--- config.mk ---
export PLATFORM = sky130hd
export DESIGN_NAME = exe_wb_stage
export DESIGN_NICKNAME = d
export VERILOG_FILES = /design/src/rtl/exe_wb_stage.sv
export SDC_FILE = /design/constraint.sdc
export NUM_CORES = 1
export LEC_CHECK = 0
export BUFFER_PORTS_ARGS = -buffer_cell sky130_fd_sc_hd__buf_2
export CELL_PAD_IN_SITES_DETAIL_PLACEMENT = 0
export CELL_PAD_IN_SITES_GLOBAL_PLACEMENT = 1
export CORE_AREA = 8 8 285 177
export DETAILED_ROUTE_END_ITERATION = 12
export DIE_AREA = 0 0 293 185
export PLACE_DENSITY = 0.5
export SYNTH_ARGS = -nofsm -noshare
export SYNTH_HDL_FRONTEND = slang
export SYNTH_SLANG_ARGS = --single-unit
--- constraint.sdc ---
create_clock -name clk -period 6.25 [get_ports clk]
set_input_delay 0.625 -clock clk [delete_from_list [all_inputs] [get_ports clk]]
set_output_delay 0.625 -clock clk [all_outputs]
set_load 0.05 [all_outputs]
--- src/rtl/exe_wb_stage.sv ---
// rtl/exe_wb_stage.sv - execute/memory/writeback stage FSM; optional MEM_TIMEOUT_EN adds a 15-cycle memory timeout with sticky mem_err
module exe_wb_stage #(
    parameter int ARQ              = 16,
    parameter int MEMORY_ADDR_SIZE = 13
) (
    input  logic                        clk,
    input  logic                        rst,
    input  logic                        id_valid,
    input  logic [ARQ-1:0]              src1_exe_in,
    input  logic [ARQ-1:0]              src2_exe_in,
    input  logic [ARQ-1:0]              src3_exe_in,
    input  logic [ARQ-1:0]              imm_exe_in,
    input  logic [1:0]                  alu_op_exe_in,
    input  logic                        mux_exe_in,
    input  logic                        mux_exe_mem_in,
    input  logic                        wb_en_exe_in,
    input  logic                        rd_en_mem_exe_in,
    input  logic                        wr_en_mem_exe_in,
    input  logic                        jenable_exe_in,
    input  logic                        jop_lsb_exe_in,
    input  logic                        pc_en_exe_in,
    input  logic [MEMORY_ADDR_SIZE-1:0] jaddr_exe_in,
    input  logic [3:0]                  wb_rd_in,
    output logic                        exe_ready,
    output logic [ARQ-1:0]              wb_result,
    output logic [3:0]                  wb_rd_out,
    output logic                        wr_reg_en,
    output logic                        branch_taken,
    output logic [MEMORY_ADDR_SIZE-1:0] jaddr_out,
    output logic                        mem_req,
    output logic                        mem_we,
    output logic [MEMORY_ADDR_SIZE-1:0] mem_addr,
    output logic [ARQ-1:0]              mem_wdata,
    input  logic [ARQ-1:0]              mem_rdata,
    input  logic                        mem_ack,
    output logic                        mem_err
);

    typedef enum logic [1:0] {IDLE, EXEC, MEM, WB} state_t;

    state_t                        r_state;
    state_t                        w_next;
    logic [ARQ-1:0]                r_src1, r_src2, r_src3, r_imm;
    logic [1:0]                    r_alu_op;
    logic                          r_mux, r_mux_mem, r_wb_en, r_rd_en, r_wr_en;
    logic                          r_jen, r_jop, r_pc_en;
    logic [MEMORY_ADDR_SIZE-1:0]   r_jaddr;
    logic [3:0]                    r_rd;
    logic [ARQ-1:0]                r_rdata;
    logic                          r_exe_ready;
    logic [ARQ-1:0]                r_wb_result;
    logic [3:0]                    r_wb_rd;
    logic [MEMORY_ADDR_SIZE-1:0]   r_jaddr_out;
    logic                          r_wr_reg_en, r_branch;
    logic                          w_accept, w_timeout, w_branch;
    logic [ARQ-1:0]                w_b, w_alu, w_cap_data, w_wb_data;

    // Acceptance is gated by the registered ready so nothing is taken before the first edge after reset
    assign w_accept = r_exe_ready & id_valid;
    assign w_b      = r_mux ? r_imm : r_src2;

    // ALU evaluated from the registered bundle; results wrap modulo 2^ARQ
    always_comb begin
        w_alu = '0;
        case (r_alu_op)
            2'b00:   w_alu = r_src1 + w_b;
            2'b01:   w_alu = r_src1 - w_b;
            2'b10:   w_alu = r_src1 * w_b;
            default: w_alu = r_src1 ^ w_b;
        endcase
    end

`ifdef MEM_TIMEOUT_EN
    logic [3:0] r_to_cnt;
    logic       r_mem_err;

    assign w_timeout = (r_state == MEM) && (r_to_cnt == 4'd14) && !mem_ack;
    assign mem_err   = r_mem_err;

    // Timeout counter runs only in MEM; the error flag is sticky until reset
    always_ff @(posedge clk or negedge rst) begin
        if (!rst) begin
            r_to_cnt  <= 4'd0;
            r_mem_err <= 1'b0;
        end else begin
            r_to_cnt <= (r_state == MEM) ? r_to_cnt + 4'd1 : 4'd0;
            if (w_timeout)
                r_mem_err <= 1'b1;
        end
    end
`else
    assign w_timeout = 1'b0;
    assign mem_err   = 1'b0;
`endif

    // Load data seen at the transition into WB: live on the ack edge, zero on timeout, else last capture
    assign w_cap_data = (r_state == MEM) ? (mem_ack ? mem_rdata : '0) : r_rdata;
    assign w_wb_data  = r_mux_mem ? w_cap_data : w_alu;
    assign w_branch   = r_jen && (!r_jop || (w_alu == '0));

    // State register
    always_ff @(posedge clk or negedge rst) begin
        if (!rst) r_state <= IDLE;
        else      r_state <= w_next;
    end

    // Next-state logic
    always_comb begin
        w_next = r_state;
        case (r_state)
            IDLE: if (w_accept) w_next = EXEC;
            EXEC: begin
                if (!r_pc_en)                w_next = IDLE;
                else if (r_rd_en || r_wr_en) w_next = MEM;
                else                         w_next = WB;
            end
            MEM:  if (mem_ack || w_timeout) w_next = WB;
            default: w_next = IDLE;
        endcase
    end

    // Bundle capture on acceptance and load-data capture on ack/timeout
    always_ff @(posedge clk or negedge rst) begin
        if (!rst) begin
            r_src1 <= '0; r_src2 <= '0; r_src3 <= '0; r_imm <= '0;
            r_alu_op <= 2'b00; r_mux <= 1'b0; r_mux_mem <= 1'b0; r_wb_en <= 1'b0;
            r_rd_en <= 1'b0; r_wr_en <= 1'b0; r_jen <= 1'b0; r_jop <= 1'b0;
            r_pc_en <= 1'b0; r_jaddr <= '0; r_rd <= 4'd0; r_rdata <= '0;
        end else begin
            if (w_accept) begin
                r_src1 <= src1_exe_in; r_src2 <= src2_exe_in; r_src3 <= src3_exe_in;
                r_imm <= imm_exe_in; r_alu_op <= alu_op_exe_in; r_mux <= mux_exe_in;
                r_mux_mem <= mux_exe_mem_in; r_wb_en <= wb_en_exe_in;
                r_rd_en <= rd_en_mem_exe_in; r_wr_en <= wr_en_mem_exe_in;
                r_jen <= jenable_exe_in; r_jop <= jop_lsb_exe_in; r_pc_en <= pc_en_exe_in;
                r_jaddr <= jaddr_exe_in; r_rd <= wb_rd_in;
            end
            if (r_state == MEM && mem_ack) r_rdata <= mem_rdata;
            else if (w_timeout)            r_rdata <= '0;
        end
    end

    // Ready flag and WB outputs; results load on WB entry and hold otherwise, strobes last one cycle
    always_ff @(posedge clk or negedge rst) begin
        if (!rst) begin
            r_exe_ready <= 1'b0;
            r_wb_result <= '0;
            r_wb_rd     <= 4'd0;
            r_jaddr_out <= '0;
            r_wr_reg_en <= 1'b0;
            r_branch    <= 1'b0;
        end else begin
            r_exe_ready <= (w_next == IDLE);
            r_wr_reg_en <= 1'b0;
            r_branch    <= 1'b0;
            if (w_next == WB) begin
                r_wb_result <= w_wb_data;
                r_wb_rd     <= r_rd;
                r_jaddr_out <= r_jaddr;
                r_wr_reg_en <= r_wb_en;
                r_branch    <= w_branch;
            end
        end
    end

    assign exe_ready    = r_exe_ready;
    assign wb_result    = r_wb_result;
    assign wb_rd_out    = r_wb_rd;
    assign jaddr_out    = r_jaddr_out;
    assign wr_reg_en    = r_wr_reg_en;
    assign branch_taken = r_branch;
    assign mem_req      = (r_state == MEM);
    assign mem_we       = (r_state == MEM) && r_wr_en;
    assign mem_addr     = (r_state == MEM) ? w_alu[MEMORY_ADDR_SIZE-1:0] : '0;
    assign mem_wdata    = (r_state == MEM) ? r_src3 : '0;

endmodule

==> flow_summary_export.csv, run 1 <==
group,metric,value,unit
sta,hold_violations,0,
yosys,post-synth-top-area-cell,"dfrtp_1",
placement,portBuffers,177,
sta,fin_ws,-0.320,ns
floorplanning,num_rows,62,
clocking,clk_path_buf_depth,2,
worst_setup_path,reg2reg_to,"wb_result[15]$_DFFE_PN0N_",
sta,setup_tns,-1.24,ns
worst_setup_path,cp-end-kind,"output pin",
sta,tightest_slew,0.994,ns
floorplanning,die_w,293,µm
placement,post-place-ws,-0.338,ns
yosys,postSynth.asyncResetShare,1.00,
routing,post_drt_wl_per_cell,18.8,µm
worst_setup_path,worstPathMaxFanout,5,
grt,antenna_found_initial,3,
placement,place.gp.congestion,0.838,
routing,wirelength,39100,µm
job,cap_violations,0,
final_layout,antenna_cells,0,
sta,setup_viol,7,
clocking,htreeDepth,4,
grt,grt_pass1_vias,9380,
worst_setup_path,arrival,5.94,ns
yosys,synth_top_area_share,0.318,
floorplanning,die_h,185,µm
yosys,yosys_most_used_dff,"dfrtp_1",
grt,grt_max_degree,81,
floorplanning,start_util,0.245,
clocking,ctsHoldBuffers,0,
run_status,status,"finished, violations left",
clocking,insertion_delay,0.43,ns
routing,drtPass1Iterations,4,
floorplanning,die_area,54200,µm²
yosys,ys_types,56,
worst_setup_path,required,5.62,ns
floorplanning,core,46600,µm²
final_layout,area_growth,30.0,%
grt,grt_pass1_wl,59900,µm
clocking,cts_root_buf,"clkbuf_16",
clocking,cts_made_buffers,17,
final_layout,fill_cells,4929,
worst_setup_path,rr_worst_depth,26,
final_layout,regArea,3630,µm²
clocking,cts_sinks,145,
worst_setup_path,crit_start,"r_mux$_DFFE_PN0P_",
routing,drc,0,
yosys,ys_ff_latch,145,
clocking,clk_pin_slew,0.08,ns
sta,drv_slew,0,
hold_path,hp-class,"input port to async pin",
yosys,syn_inst,1177,
yosys,netlist_area,11400,µm²
sta,holdWs,0.209,ns
floorplanning,num_io_pins,179,
yosys,yosysWarnings,0,
sta,fmax,152,MHz
sta,rsz0062_at_grt,"yes",
clocking,tritoncts,"yes",
worst_setup_path,endpoint,"mem_addr[11]",
final_layout,multi_input_comb_area,7440,µm²
routing,viasPerCell,4.36,
placement,dp.final_hpwl,31600,µm
worst_setup_path,path_common_cell,"fa_1",
worst_setup_path,r2r_slack,-0.02,ns
yosys,yosys-top-cells-area,"dfrtp_1 (32%), fa_1 (14%), mux2_2 (9.2%), ha_1 (8.0%), nand2_1 (6.8%)",
sta,max-slew-margin-rel,0.336,
run_status,violations,"setup timing",
sta,finalCritPeriodShare,1.05,
routing,drt_first_iter_violations,525,
final_layout,nNetsFinal,1693,
sta,skew,0.0147,ns
worst_setup_path,worst_setup_path_start_kind,"register",
worst_setup_path,critPathMaxStageDelay,0.53,ns
routing,vias,9078,
grt,overflow,0,
final_layout,final_cell_mix,"nand2_1 (200), buf_2 (170), dfrtp_1 (144), inv_1 (110), buf_4 (103)",
sta,fin_crit,6.57,ns
yosys,avgSynthCellArea,9.70,µm²
yosys,synth_edf_count,0,
worst_setup_path,worstSetupPathType,"register to output pin",
yosys,yosysSeqAreaShare,0.318,
routing,drtAntennaViolNets,0,
final_layout,drive_above_1_share,0.355,
worst_setup_path,r2r_start,"r_mux$_DFFE_PN0P_",
yosys,synthesis.nets,1442,
final_layout,final_common_cell,"nand2_1",
grt,grt_use_total,0.145,
worst_setup_path,crit_slowest_cell,"fa_1",
worst_setup_path,cp_cell_sequence,"buf_12 -> mux2i_4 -> inv_2 -> buf_6 -> and2_4 -> fa_1 -> inv_1 -> fa_1 -> inv_1 -> ha_2 -> fa_1 -> fa_1 -> inv_2 -> fa_1 -> inv_2 -> ha_4 -> or3_1 -> o21ai_1 -> a21oi_1 -> xnor2_1 -> o211ai_1 -> o21ai_2 -> nor2_4 -> buf_8",
## through the flow
step / area (µm²) / cells / utilization
6_report: 14800 / 2081 / 0.319
5_1_grt: 14800 / 2081 / 0.319
4_1_cts: 14800 / 2079 / 0.317
3_5_place_dp: 13700 / 2031 / 0.293
3_3_place_gp: 13700 / 2031 / 0.293
2_1_floorplan: 11500 / 1177 / -
## area by class of cell
type	count	share of cell area
flip-flops and latches	145	0.244
clock inverters	15	0.0144
clock buffers	17	0.0286
multi-input cells	847	0.501
inverters	126	0.0322
repair buffers	291	0.125
well taps	640	0.0539
## critical path: cells and delay by family, from the launching register on
kind | cells | cell delay [ns]
compound gates | 4 | 0.46
xor+xnor | 1 | 0.14
fa+ha+maj | 7 | 2.93
buf+inv | 8 | 0.72
flops | 1 | 0.41
mux | 1 | 0.25
simple gates | 3 | 0.60
## synthesized netlist by cell type (8+ instances only)
cell type and instances:
nand2_1 206, ha_1 73, o211ai_1 8, xor2_1 23, mux2_2 93, fa_1 81
clkbuf_1 48, a21o_1 14, a21oi_1 24, a221oi_1 12, nand2b_1 8, xnor2_1 46
nor2_1 40, and2_1 80, inv_1 123, o21ai_0 40, dfrtp_1 145
## cells by family (layout without fill, tap and decap cells)
group,after synthesis,count (layout),synth area share
AO/OA/AOI/OAI,138,138,0.0782
XOR/XNOR,71,71,0.0563
adder cells (fa/ha/maj),154,154,0.222
buffers and inverters,185,449,0.0630
flip-flops,145,145,0.318
multiplexers,111,111,0.112
other,1,1,0.000328
AND/OR/NAND/NOR,372,372,0.150
## layer usage
| layer | part of all wire | GRT usage |
|---|---|---|
| met5 | 0.00095 | 0 |
| met4 | 0.0040 | 0.0196 |
| met3 | 0.047 | 0.0332 |
| met2 | 0.38 | 0.190 |
| met1 | 0.57 | 0.238 |
## worst min path at each step
| stage | to | slack [ns] |
|---|---|---|
| 2_1_floorplan | branch_taken$_DFF_PN0_ | 0.33 |
| 3_3_place_gp | wb_rd_out[3]$_DFFE_PN0N_ | 0.45 |
| 3_5_place_dp | wb_rd_out[0]$_DFFE_PN0N_ | 0.45 |
| 4_1_cts | r_src3[12]$_DFFE_PN0P_ | 0.24 |
| 5_1_grt | r_src3[13]$_DFFE_PN0P_ | 0.26 |
| 6_report | r_src3[13]$_DFFE_PN0P_ | 0.21 |
## registers in the layout, indices dropped and copies added, names as in the netlist
name,flops
r_src3,16
r_wb_en,1
r_mux,1
branch_taken,1
r_jop,1
jaddr_out,13
wr_reg_en,1
r_rdata,16
r_jen,1
r_state,2
r_rd,4
r_jaddr,13
r_rd_en,1
r_pc_en,1
r_src1,16
r_mux_mem,1
wb_result,16
r_alu_op,2
r_src2,16
r_imm,16
wb_rd_out,4
r_wr_en,1
exe_ready,1
## timing repair
item,CTS,global route
pin swaps,53,33
resized for setup,95,21
buffers inserted,16,5
endpoints found under the setup margin,12,12
cloned,0,0
hold endpoints to repair,0,0
Power of run 1 is left out: the tool's default activity adds up to more than one toggle a clock period on the data nets, which glitch-free logic cannot reach.
==> inputs of run 2 (changes only) <==
CORE_AREA = 8 8 223 225   (was 8 8 285 177)
DIE_AREA = 0 0 231 233   (was 0 0 293 185)
==> flow_summary_export.csv, run 2 (synthesis results as in run 1) <==
group,metric,value,unit
run_status,status,"finished, violations left",
run_status,violations,"setup timing",
grt,grt_util_met1,0.168,
floorplanning,num_io_pins,179,
routing,viasPerCell,4.33,
clocking,clk_pin_slew,0.06,ns
sta,fmax,149,MHz
routing,drt_first_iter_violations,315,
floorplanning,die_area,53800,µm²
worst_setup_path,required,5.62,ns
floorplanning,die_w,231,µm
floorplanning,core,46100,µm²
clocking,cts_root_buf,"clkbuf_16",
grt,antenna_found_initial,11,
worst_setup_path,arrival,6.08,ns
final_layout,final_common_cell,"nand2_1",
grt,grt_max_degree,100,
grt,grt_pass1_wl,55800,µm
sta,hold_violations,0,
clocking,htreeDepth,4,
placement,dp.final_hpwl,28200,µm
floorplanning,start_util,0.248,
floorplanning,num_rows,79,
clocking,insertion_delay,0.44,ns
routing,post_drt_wl_per_cell,17.6,µm
sta,fin_ws,-0.450,ns
routing,drc,0,
final_layout,final_cell_mix,"nand2_1 (204), buf_2 (170), dfrtp_1 (144), inv_1 (111), mux2_2 (92)",
final_layout,fill_cells,4927,
routing,wirelength,36000,µm
grt,overflow,0,
sta,fin_crit,6.70,ns
hold_path,hp-class,"input port to async pin",
final_layout,nNetsFinal,1682,
worst_setup_path,cp-end-kind,"output pin",
sta,skew,0.00926,ns
clocking,tritoncts,"yes",
job,cap_violations,0,
routing,drtAntennaViolNets,0,
sta,tightest_slew,0.972,ns
grt,grt_use_met2,0.226,
routing,drtPass1Iterations,5,
worst_setup_path,worst_setup_path_start_kind,"register",
routing,vias,8839,
clocking,cts_sinks,145,
clocking,cts_made_buffers,17,
worst_setup_path,worstPathMaxFanout,9,
sta,rsz0062_at_grt,"yes",
final_layout,area_growth,29.1,%
grt,grt_use_met3,0.0407,
clocking,clk_path_buf_depth,2,
final_layout,regArea,3630,µm²
grt,grt_pass1_vias,9421,
sta,holdWs,0.272,ns
sta,finalCritPeriodShare,1.07,
floorplanning,die_h,233,µm
final_layout,drive_above_1_share,0.343,
final_layout,multi_input_comb_area,7450,µm²
sta,setup_tns,-2.16,ns
grt,grt_use_total,0.134,
placement,portBuffers,177,
sta,drv_slew,0,
placement,place.gp.congestion,0.844,
sta,max-slew-margin-rel,0.352,
grt,grt-busiest-layer,"met2",
sta,setup_viol,7,
worst_setup_path,worstSetupPathType,"register to output pin",
-- run 2: cell types whose count changed in the layout (fill, tap and decap cells not counted), moves of 3 or more --
cell	change
buf_4	-12
clkbuf_1	+5
diode_2	+3
inv_6	-4
inv_8	-3
nand2_1	+4
nand2_2	-4
o21ai_1	-3
o21ai_2	+4
-- run 2: worst paths after layout --
kind                                   startpoint                   endpoint  slack, ns  cells past startpoint
max reg2reg                     r_mux$_DFFE_PN0P_  wb_result[15]$_DFFE_PN0N_       0.04                     27
min                                           rst      r_src3[4]$_DFFE_PN0P_       0.27                      1
min in group clk                    mem_rdata[12]    r_rdata[12]$_DFFE_PN0P_       0.40                      3
max in group asynchronous                     rst          r_mux$_DFFE_PN0P_       4.75                      2
max                             r_mux$_DFFE_PN0P_               mem_addr[12]      -0.45                     22
min reg2reg                r_jaddr[8]$_DFFE_PN0P_   jaddr_out[8]$_DFFE_PN0N_       0.46                      2
-- run 2: layer usage --
metal	vias up	routed length [µm]
met5	-	116
met4	16	442
met3	40	1870
met2	139	17700
met1	4354	15900
li1	4290	-
-- run 2: cell type report --
| type | instances | area share |
|---|---|---|
| antenna | 3 | 0.000509 |
| sequential | 145 | 0.246 |
| multi-input combinational | 847 | 0.505 |
| tap | 607 | 0.0515 |
| clock inverter | 9 | 0.0105 |
| clock buffer | 23 | 0.0311 |
| inverter | 126 | 0.0324 |
| timing repair buffer | 280 | 0.122 |
-- run 2: critical path, stage by stage (launching register included) --
cell	delay, ns
dfrtp_2	0.47
buf_12	0.17
mux2_4	0.34
buf_4	0.19
and2_1	0.18
fa_1	0.50
inv_1	0.05
fa_1	0.47
inv_1	0.05
fa_1	0.48
fa_1	0.53
fa_1	0.49
inv_1	0.04
fa_1	0.48
inv_1	0.04
ha_1	0.28
inv_1	0.07
xnor2_1	0.13
o211ai_1	0.18
o21ai_1	0.09
buf_4	0.17
nor2_4	0.09
buf_8	0.15
-- run 2: timing repair --
action                                  4_1_cts  5_1_grt
cloned                                        1        0
hold buffers                                  0        0
pin swaps                                    50       22
gates resized for setup                      82       30
endpoints found under the setup margin       11       12
setup buffers                                13        0
-- run 2: stage by stage --
step	instances	setup slack [ns]	utilization	instance area, µm²
final	2040	-0.450	0.320	14700
after global routing	2039	-0.729	0.320	14700
after CTS	2037	-0.564	0.318	14600
after detailed placement	1992	-0.302	0.295	13600
after global placement	1992	-0.291	0.295	13600
after floorplan	1177	-0.118	-	11500
Power of run 2 is left out for the same reason.
==> inputs of run 3 (changes only) <==
CTS_BUF_LIST = sky130_fd_sc_hd__clkbuf_4 sky130_fd_sc_hd__clkbuf_8   (was default)
SKIP_LAST_GASP = 1   (was default)
==> flow_summary_export.csv, run 3 (synthesis results as in run 1) <==
group,metric,value,unit
worst_setup_path,worstSetupPathType,"register to output pin",
final_layout,final_common_cell,"nand2_1",
grt,grt_max_degree,100,
sta,fin_ws,-0.465,ns
floorplanning,die_w,231,µm
worst_setup_path,crit_slowest_cell,"fa_2",
sta,tightest_slew,0.980,ns
clocking,insertion_delay,0.48,ns
floorplanning,num_io_pins,179,
job,cap_violations,0,
clocking,ctsHoldBuffers,0,
floorplanning,core,46100,µm²
sta,fmax,149,MHz
final_layout,fill_cells,4942,
final_layout,stdcell_count,2044,
sta,holdWs,0.222,ns
routing,post_drt_wl_per_cell,17.7,µm
sta,finalCritPeriodShare,1.07,
sta,hold_violations,0,
hold_path,hp-class,"input port to async pin",
clocking,cts_sinks,145,
worst_setup_path,arrival,6.09,ns
routing,drtAntennaViolNets,0,
grt,overflow,0,
sta,max-slew-margin-rel,0.347,
placement,dp.cells,1992,
floorplanning,die_area,53800,µm²
floorplanning,die_h,233,µm
placement,dp.final_hpwl,28200,µm
clocking,cts_root_buf,"clkbuf_8",
routing,viasPerCell,4.36,
grt,grt_use_total,0.135,
worst_setup_path,worstPathMaxFanout,5,
sta,fin_crit,6.71,ns
final_layout,multi_input_comb_area,7550,µm²
final_layout,regArea,3630,µm²
placement,post-place-ws,-0.302,ns
final_layout,drive_above_1_share,0.362,
final_layout,nNetsFinal,1686,
clocking,tritoncts,"yes",
worst_setup_path,path_common_cell,"fa_1",
routing,drc,0,
run_status,status,"finished, violations left",
worst_setup_path,required,5.62,ns
worst_setup_path,cp_cell_sequence,"buf_12 -> mux2_4 -> buf_6 -> and2_1 -> fa_1 -> inv_2 -> fa_2 -> inv_2 -> ha_4 -> fa_1 -> fa_1 -> inv_1 -> fa_1 -> inv_2 -> ha_4 -> or3_4 -> o21ai_4 -> a21oi_4 -> xnor2_2 -> o211ai_1 -> o21ai_2 -> nor2_4 -> buf_8",
placement,portBuffers,177,
worst_setup_path,critPathMaxStageDelay,0.56,ns
final_layout,final_util,0.319,
worst_setup_path,worst_setup_path_start_kind,"register",
floorplanning,start_util,0.248,
routing,drtPass1Iterations,5,
routing,drt_first_iter_violations,357,
grt,grt_pass1_wl,55900,µm
sta,drv_slew,0,
floorplanning,num_rows,79,
grt,antenna_found_initial,11,
final_layout,area_growth,28.8,%
final_layout,final_cell_mix,"nand2_1 (200), buf_2 (168), dfrtp_1 (144), inv_1 (105), mux2_2 (92)",
clocking,clk_pin_slew,0.08,ns
clocking,cts_made_buffers,17,
routing,wirelength,36200,µm
sta,skew,0.0134,ns
clocking,htreeDepth,4,
sta,rsz0062_at_grt,"yes",
worst_setup_path,cp-end-kind,"output pin",
grt,grt_pass1_vias,9404,
run_status,violations,"setup timing",
clocking,clk_path_buf_depth,2,
routing,vias,8902,
placement,place.gp.congestion,0.844,
sta,setup_viol,7,
-- run 3: changes by cell type in the layout (fill, tap and decap cells not counted), sizes merged --
cell and change:
buf +3, clkbuf +1
-- run 3: metrics by stage --
step	cell area, µm²	TNS (ns)
detailed placement	13600	-1.60
CTS	14500	-3.72
global route	14700	-4.82
global placement	13600	-1.40
finish	14700	-2.32
floorplan	11500	-0.118
-- run 3: final timing paths --
kind                                             start                        to  slack [ns]  cells after the start
worst min register to register  r_jaddr[8]$_DFFE_PN0P_  jaddr_out[8]$_DFFE_PN0N_        0.46                      2
min in group clk                          mem_rdata[3]    r_rdata[3]$_DFFE_PN0P_        0.36                      3
max in group asynchronous                          rst         r_mux$_DFFE_PN0P_        4.81                      2
worst min-delay path                               rst     r_src3[4]$_DFFE_PN0P_        0.22                      1
worst max register to register       r_mux$_DFFE_PN0P_    branch_taken$_DFF_PN0_        0.09                     27
worst max-delay path                 r_mux$_DFFE_PN0P_              mem_addr[11]       -0.46                     23
-- run 3: critical path, delay by kind of cell (launching register included) --
| kind | cells | cell delay (ns) |
|---|---|---|
| xor+xnor | 1 | 0.16 |
| fa+ha+maj | 7 | 2.87 |
| flops | 1 | 0.45 |
| compound gates | 4 | 0.46 |
| simple gates | 3 | 0.71 |
| buf+inv | 7 | 0.63 |
| mux | 1 | 0.34 |
-- run 3: final cells by class --
class | instances | area share
multi-input combinational | 847 | 0.513
sequential | 145 | 0.247
timing repair buffer | 284 | 0.126
tap | 607 | 0.0516
inverter | 126 | 0.0325
clock buffer | 23 | 0.0194
clock inverter | 9 | 0.0105
antenna | 3 | 0.000510
-- run 3: metal layers --
layer	track usage	vias up	wire (µm)
li1	-	4299	-
met1	0.168	4384	15700
met2	0.229	164	18000
met3	0.0398	39	2010
met4	0.0281	16	356
met5	0	-	93
-- run 3: what timing repair did --
action                     in CTS  in global routing
buffers inserted               13                  5
cloned                          1                  0
resized for setup              93                 55
setup endpoints to repair      11                 13
pin swaps                      62                 55
Power of run 3 is left out for the same reason.
